--- src/rtl/bcd_7seg_scan_driver.sv ---
// Multiplexed N-digit BCD to 7-segment scan driver with leading-zero blanking,
// whole-display blanking and selectable common-anode/common-cathode polarity.
module bcd_7seg_scan_driver #(
   parameter int NUM_DIGITS    = 4,
   parameter int PRESCALE      = 1000,
   parameter bit COMMON_ANODE  = 1'b1,
   parameter bit BLANK_LEADING = 1'b1,
   localparam int IDX_W        = (NUM_DIGITS > 1) ? $clog2(NUM_DIGITS) : 1
) (
   input  logic                    clk,
   input  logic                    rst,
   input  logic [4*NUM_DIGITS-1:0] bcd_in,
   input  logic [NUM_DIGITS-1:0]   dp_in,
   input  logic                    load,
   input  logic                    blank,
   output logic [6:0]              seg,
   output logic                    dp,
   output logic [NUM_DIGITS-1:0]   an,
   output logic [IDX_W-1:0]        digit_idx,
   output logic                    frame_done
);

   localparam int                PRE_W    = (PRESCALE > 1) ? $clog2(PRESCALE) : 1;
   localparam logic              POL      = COMMON_ANODE;
   localparam logic [PRE_W-1:0]  PRE_LAST = PRE_W'(PRESCALE - 1);
   localparam logic [IDX_W-1:0]  IDX_LAST = IDX_W'(NUM_DIGITS - 1);

   logic [PRE_W-1:0]          r_presc;
   logic [IDX_W-1:0]          r_idx;
   logic [4*NUM_DIGITS-1:0]   r_bcd;
   logic [NUM_DIGITS-1:0]     r_dp_sh;
   logic [NUM_DIGITS-1:0]     r_an;
   logic [6:0]                r_seg;
   logic                      r_dp;
   logic [IDX_W-1:0]          r_digit_idx;
   logic                      r_frame_done;

   logic                      w_tick;
   logic [3:0]                w_digit [NUM_DIGITS];
   logic [NUM_DIGITS-1:0]     w_lz;
   logic [3:0]                w_cur;
   logic                      w_cur_dp;
   logic                      w_cur_blank;
   logic [NUM_DIGITS-1:0]     w_an_act;
   logic [6:0]                w_seg_act;

   assign w_tick = (r_presc == PRE_LAST);

   generate
      for (genvar gi = 0; gi < NUM_DIGITS; gi++) begin : g_digit
         assign w_digit[gi] = r_bcd[4*gi +: 4];
      end
   endgenerate

   // w_lz[i] is set when digit i and every digit above it are zero.
   always_comb begin
      logic v_zero;
      v_zero = 1'b1;
      w_lz   = '0;
      for (int i = NUM_DIGITS - 1; i >= 0; i--) begin
         v_zero  = v_zero & (w_digit[i] == 4'd0);
         w_lz[i] = v_zero;
      end
   end

   always_comb begin
      w_cur       = '0;
      w_cur_dp    = 1'b0;
      w_cur_blank = 1'b0;
      w_an_act    = '0;
      for (int i = 0; i < NUM_DIGITS; i++) begin
         if (r_idx == IDX_W'(i)) begin
            w_cur       = w_digit[i];
            w_cur_dp    = r_dp_sh[i];
            w_cur_blank = BLANK_LEADING && (i > 0) && w_lz[i];
            w_an_act[i] = 1'b1;
         end
      end
   end

   // Active-high segment map, seg[6]=a .. seg[0]=g; non-decimal codes show a dash.
   always_comb begin
      case (w_cur)
         4'd0:    w_seg_act = 7'b1111110;
         4'd1:    w_seg_act = 7'b0110000;
         4'd2:    w_seg_act = 7'b1101101;
         4'd3:    w_seg_act = 7'b1111001;
         4'd4:    w_seg_act = 7'b0110011;
         4'd5:    w_seg_act = 7'b1011011;
         4'd6:    w_seg_act = 7'b1011111;
         4'd7:    w_seg_act = 7'b1110000;
         4'd8:    w_seg_act = 7'b1111111;
         4'd9:    w_seg_act = 7'b1111011;
         default: w_seg_act = 7'b0000001;
      endcase
   end

   always_ff @(posedge clk) begin
      if (rst) begin
         r_presc      <= '0;
         r_idx        <= '0;
         r_bcd        <= '0;
         r_dp_sh      <= '0;
         r_an         <= {NUM_DIGITS{POL}};
         r_seg        <= {7{POL}};
         r_dp         <= POL;
         r_digit_idx  <= '0;
         r_frame_done <= 1'b0;
      end else begin
         r_presc      <= w_tick ? '0 : r_presc + 1'b1;
         r_frame_done <= w_tick && (r_idx == IDX_LAST);
         // Shadow updates land after this edge, so a coincident tick still shows the old value.
         if (load) begin
            r_bcd   <= bcd_in;
            r_dp_sh <= dp_in;
         end
         if (w_tick) begin
            r_idx       <= (r_idx == IDX_LAST) ? '0 : r_idx + 1'b1;
            r_seg       <= (w_cur_blank ? 7'd0 : w_seg_act) ^ {7{POL}};
            r_dp        <= (w_cur_dp & ~w_cur_blank) ^ POL;
            r_digit_idx <= r_idx;
         end
         if (blank) begin
            r_an <= {NUM_DIGITS{POL}};
         end else if (w_tick) begin
            r_an <= (w_cur_blank ? '0 : w_an_act) ^ {NUM_DIGITS{POL}};
         end
      end
   end

   always_ff @(posedge clk) begin
      assert (NUM_DIGITS >= 1 && NUM_DIGITS <= 8 && PRESCALE >= 1)
         else $error("bcd_7seg_scan_driver: unsupported NUM_DIGITS/PRESCALE");
   end

   assign seg        = r_seg;
   assign dp         = r_dp;
   assign an         = r_an;
   assign digit_idx  = r_digit_idx;
   assign frame_done = r_frame_done;

endmodule

--- config.mk ---
export PLATFORM = sky130hd
export DESIGN_NAME = bcd_7seg_scan_driver
export DESIGN_NICKNAME = d
export VERILOG_FILES = /design/src/rtl/bcd_7seg_scan_driver.sv
export SDC_FILE = /design/constraint.sdc
export NUM_CORES = 1
export LEC_CHECK = 0
export BUFFER_PORTS_ARGS = -buffer_cell sky130_fd_sc_hd__buf_2
export CORE_UTILIZATION = 59
export DETAILED_ROUTE_END_ITERATION = 16
export PLACE_DENSITY = 0.83
export SYNTH_ARGS = -nofsm -noshare
export SYNTH_HDL_FRONTEND = slang
export SYNTH_SLANG_ARGS = --single-unit
--- constraint.sdc ---
create_clock -name clk -period 6.05 [get_ports clk]
set_input_delay 0 -clock clk [delete_from_list [all_inputs] [get_ports clk]]
set_output_delay 0 -clock clk [all_outputs]
set_load 0.05 [all_outputs]
Yosys cells after proc, flatten, opt, wreduce, memory -nomap -nowiden
Memories as Yosys holds them, arrays and structs flattened.
Cells that the tools add are included.
- memories: 1
- ROM bits: 112
- output and inout port bits: 15
- input port bits: 24
- register bits after elaboration: 47
- memory list (memory ; depth ; width ; rd ports ; clocked after memory_dff ; wr ports ; RTL line ; RTL):
    (no name shown) ; 16 ; 7 ; 1 ; 0 ; 0 ; 83 ; case (w_cur)
- $add $sub $neg: 2
- reduce and logical (&&, ||, !) cells: 7
- muxes and demuxes: 18
- equal/unequal tests: 4
- bitwise gates (word level): 7
- operator list (operator ; count):
    $mux W4 ; 5
    $logic_not A4 Y1 ; 3
    $mux W1 ; 11
    $add A10 B1 Y10 const B ; 1
    $eq A10 B10 Y1 const B ; 1
    $mux W7 ; 1
    $not A7 Y7 ; 1
    $eq A2 B2 Y1 const B ; 2
    $not A4 Y4 ; 1
    $reduce_or A2 Y1 ; 2
    $and A1 B1 Y1 ; 3
    $add A2 B1 Y2 const B ; 1
    $eq A2 B1 Y1 const B ; 1
    $logic_not A2 Y1 ; 1
    $mux W2 ; 1
    $not A1 Y1 ; 2
    $logic_and A1 B1 Y1 ; 1

Logic depth before layout (Yosys ltp)
- word-level depth: 9
- mapped depth: 10

Least setup slack after synthesis
Ideal clock, no wire load.
- path type: register to register
- start: register r_idx[0]
- end: register r_seg[3], in the netlist seg[3]
- period minus slack after synthesis: 2052 ps
- path slack: 3998 ps
- data arrival time: 1929 ps
- stages on the path, launching flop included: 10
- cell sequence: dfxtp_1 ha_1 buf_6 buf_2 nor2b_1 a211o_1 ha_1 mux2i_1 nor2_1 o32a_2
- cells in the longest elaborated chain, start to end: 8
- elaborated cells on any way between the ends: 14
- those cells by class: eq/ne: 3; mux: 8; bitwise: 1; reduce/logical: 1; memory: 1
- RTL lines (what ; RTL line ; RTL):
    start: declaration ; 29 ; logic [IDX_W-1:0] r_idx;
    start signal: assignment ; 118 ; r_idx <= (r_idx == IDX_LAST) ? '0 : r_idx + 1'b1;
    $logic_not A2 Y1 ; 72 ; if (r_idx == IDX_W'(i)) begin
    $mux W4 (4 in series) ; 72 ;
    $mem_v2 Z16 W7 ; -- ;
    $mux W7 (*) ; 119 ; r_seg <= (w_cur_blank ? 7'd0 : w_seg_act) ^ {7{POL}};
    $not A7 Y7 (no line) (*) ; -- ;
    end signal: assignment ; 105 ; r_seg <= {7{POL}};
    end signal: assignment ; 119 ;
    end: declaration ; 33 ; logic [6:0] r_seg;
Mark *: on every way between the ends. The rest lies on a longest branch, timed or not.
A chain may end at the register's enable or synchronous reset.

Worst setup path in the final report
- start: register r_idx[0]
- end: register r_seg[1], in the netlist seg[1]
Same word-level chain as after synthesis.

==> out/metrics.yaml <==
yosysTopAreaCellShare: 0.418
post_synth.cell_area_avg_um2: 9.18
cts_tree: "built"
fp.dieW_um: 63.8
min_path_type: "input pin to flop"
cp-start-kind: "flop"
timing.rr.start: "r_idx[0]$_SDFFE_PP0N_"
synth_cell_types: 44
numCtsBuffers: 5
dpl.hpwl_um: 3090
grt_usage: 0.256
synthSimpleGateAreaFrac: 0.236
arrival_ns: 2.67
ys_ff_latch: 47
nNetsFinal: 330
dieArea_um2: 4060
drc: 0
yosysTopAreaCell: "dfxtp_1"
skew_ns: 0.00585
grt_start_max_net_pins: 38
vias: 1885
hold_start: "rst"
min_to: "r_bcd[1]$_SDFFE_PP0P_"
place_congestion: 0.802
drive_above_1_share: 0.172
critical_path_class: "flop to flop"
cp_max_fo: 18
maxCapViolations: 0
fin_crit_sh: 0.400
slew_violations: 0
yosysWarnings: 0
post-cts-setup-buffers: 0
grt_pass1_wl_um: 7980
power-per-cell-area_nw_per_um2: 223
slew_headroom: 0.561
die_height_um: 63.8
ant_nets: 0
clkLatencyLatePin_ns: 0.30
multi_input_area_um2: 1210
post_drt_wl_per_cell_um: 14.0
syn-num-nets: 279
tns_ns: 0
status: "finished, final reports clean"
synth_area_um2: 2250
rr_worst_depth: 8
synth_edf_count: 0
yosys-top-cells-area: "dfxtp_1, mux2i_1, nor2_1, ha_1, nand2_1"
cts.sinks: 47
reg2reg_to: "seg[1]$_SDFFE_PP1N_"
grt_pass1_vias: 1785
synthAdderAreaFrac: 0.0556
hold-path-cell-count: 2
pre_cts_slack_ns: 3.67
vdd_ir_drop_max_mv: 0.188
ys_seq_area_frac: 0.418
synthXorXnorAreaFrac: 0.0311
avgViaCountPerCell: 5.48
yosysMostFrequentCell: "dfxtp_1"
grt_setup_unrepaired: "no"
finalSetupViolations: 0
seqCellArea_um2: 941
tightestPinTransition_ns: 0.659
synth_compound_gate_area_share: 0.112
cts_max_path_buffers: 2
synthCells: 245
wl_um: 4800
antenna_found_initial: 0
area_growth_pct: 21.6
ys.flop_type: "dfxtp_1"
r2r_slack_ns: 3.63
drtIter0Drc: 100
period_minus_slack_ns: 2.42
hold_viol: 0
antennaDiodeCount: 0
fillCellCount: 276
setup_ws_ns: 3.63
start_util: 0.614
clock-root-buffer: "clkbuf_8"
io_buffers: 38
ys_async_sr_fraction: 0
row_count: 22
io-pin-count: 39
overflow: 0
dr.pass1.iters: 4
cts_htree_levels: 2
required_ns: 6.30
synth_top_family_by_area: "simple AND/OR/NAND/NOR gates"
synthTopCellsByCount: "dfxtp_1, nor2_1, mux2i_1"
power.leakage_nw: 1.14
synthMuxAreaShare: 0.102
critPathCaptureType: "flop"
clk_pin_slew_ns: 0.08
fmax_mhz: 413
core_area_um2: 3660
[registers in the layout, indices dropped and copies added (netlist names)]
name,cells
r_bcd,16
r_presc,10
seg,7
an,4
r_dp_sh,4
digit_idx,2
r_idx,2
dp,1
frame_done,1
[repair_timing]
item | 4_1_cts | 5_1_grt
endpoints found under the hold margin | 24 | 0
hold buffers | 21 | 0
gates resized for setup | 0 | 0
endpoints found under the setup margin | 0 | 0
[where the power goes]
| part | total (W) | switching [W] | internal [W] |
|---|---|---|---|
| Clock | 0.000220 | 0.0000985 | 0.000121 |
| Combinational | 0.0000631 | 0.0000302 | 0.0000329 |
| Sequential | 0.000326 | 0.00000760 | 0.000319 |
[area by class of cell]
type,count,share of cell area
multi-input cells,177,0.442
flip-flops and latches,47,0.344
repair buffers,59,0.146
clock buffers,6,0.0265
well taps,48,0.0220
clock inverters,1,0.0110
inverters,6,0.00823
[routing by layer]
layer / track usage / share of wire / vias up
met3: 0.0500 / 0.033 / 11
met1: 0.315 / 0.46 / 883
met4: 0.114 / 0.023 / 0
li1: - / - / 950
met2: 0.431 / 0.49 / 41
met5: 0 / 0 / -
[cell usage in the layout, fill, tap and decap left out, drive strengths merged, types with 4 or more instances in the layout]
cell / netlist / layout
a211oi: 7 / 7
a21oi: 10 / 10
buf: 6 / 38
clkbuf: 9 / 6
dfxtp: 47 / 47
dlygate4sd3: 0 / 21
ha: 10 / 10
inv: 6 / 6
mux2i: 23 / 23
nand2: 16 / 16
nand3b: 7 / 7
nor2: 43 / 43
nor2b: 6 / 6
nor3: 5 / 5
nor3b: 5 / 5
nor4: 4 / 4
o21ai: 6 / 6
xnor2: 4 / 4
xor2: 4 / 4
[stage by stage]
step / cells / util / total power, W / hold WS, ns / cell area, µm²
after floorplan: 245 / - / 0.000369 / 0.125 / 2250
after global placement: 316 / 0.662 / 0.000382 / 0.234 / 2420
after detailed placement: 316 / 0.662 / 0.000385 / 0.245 / 2420
after CTS: 344 / 0.747 / 0.000610 / 0.211 / 2740
after global routing: 344 / 0.747 / 0.000634 / 0.240 / 2740
final: 344 / 0.747 / 0.000609 / 0.210 / 2740
[how the worst max path moves through the flow]
stage	start	to	cells after the start
after CTS	r_idx[0]$_SDFFE_PP0N_	seg[1]$_SDFFE_PP1N_	8
after detailed placement	r_idx[0]$_SDFFE_PP0N_	seg[1]$_SDFFE_PP1N_	8
final	r_idx[0]$_SDFFE_PP0N_	seg[1]$_SDFFE_PP1N_	8
after floorplan	r_idx[0]$_SDFFE_PP0N_	seg[3]$_SDFFE_PP1N_	9
after global routing	r_idx[0]$_SDFFE_PP0N_	seg[1]$_SDFFE_PP1N_	8
after global placement	r_idx[0]$_SDFFE_PP0N_	seg[1]$_SDFFE_PP1N_	8
[kinds of logic after synthesis]
logic type / count (synthesis)
buf+inv: 21
fa+ha+maj: 10
simple gates: 102
xor+xnor: 8
compound gates: 34
mux: 23
flops: 47
[critical path: stages (launching register included)]
cell and delay (ns):
dfxtp_1 0.42, ha_1 0.58, a211oi_1 0.12, a211oi_2 0.37
inv_1 0.15, ha_1 0.21, nor2b_1 0.13, nor3_1 0.22
o32a_1 0.16
Note: power is estimated with default switching activity, not from simulation.
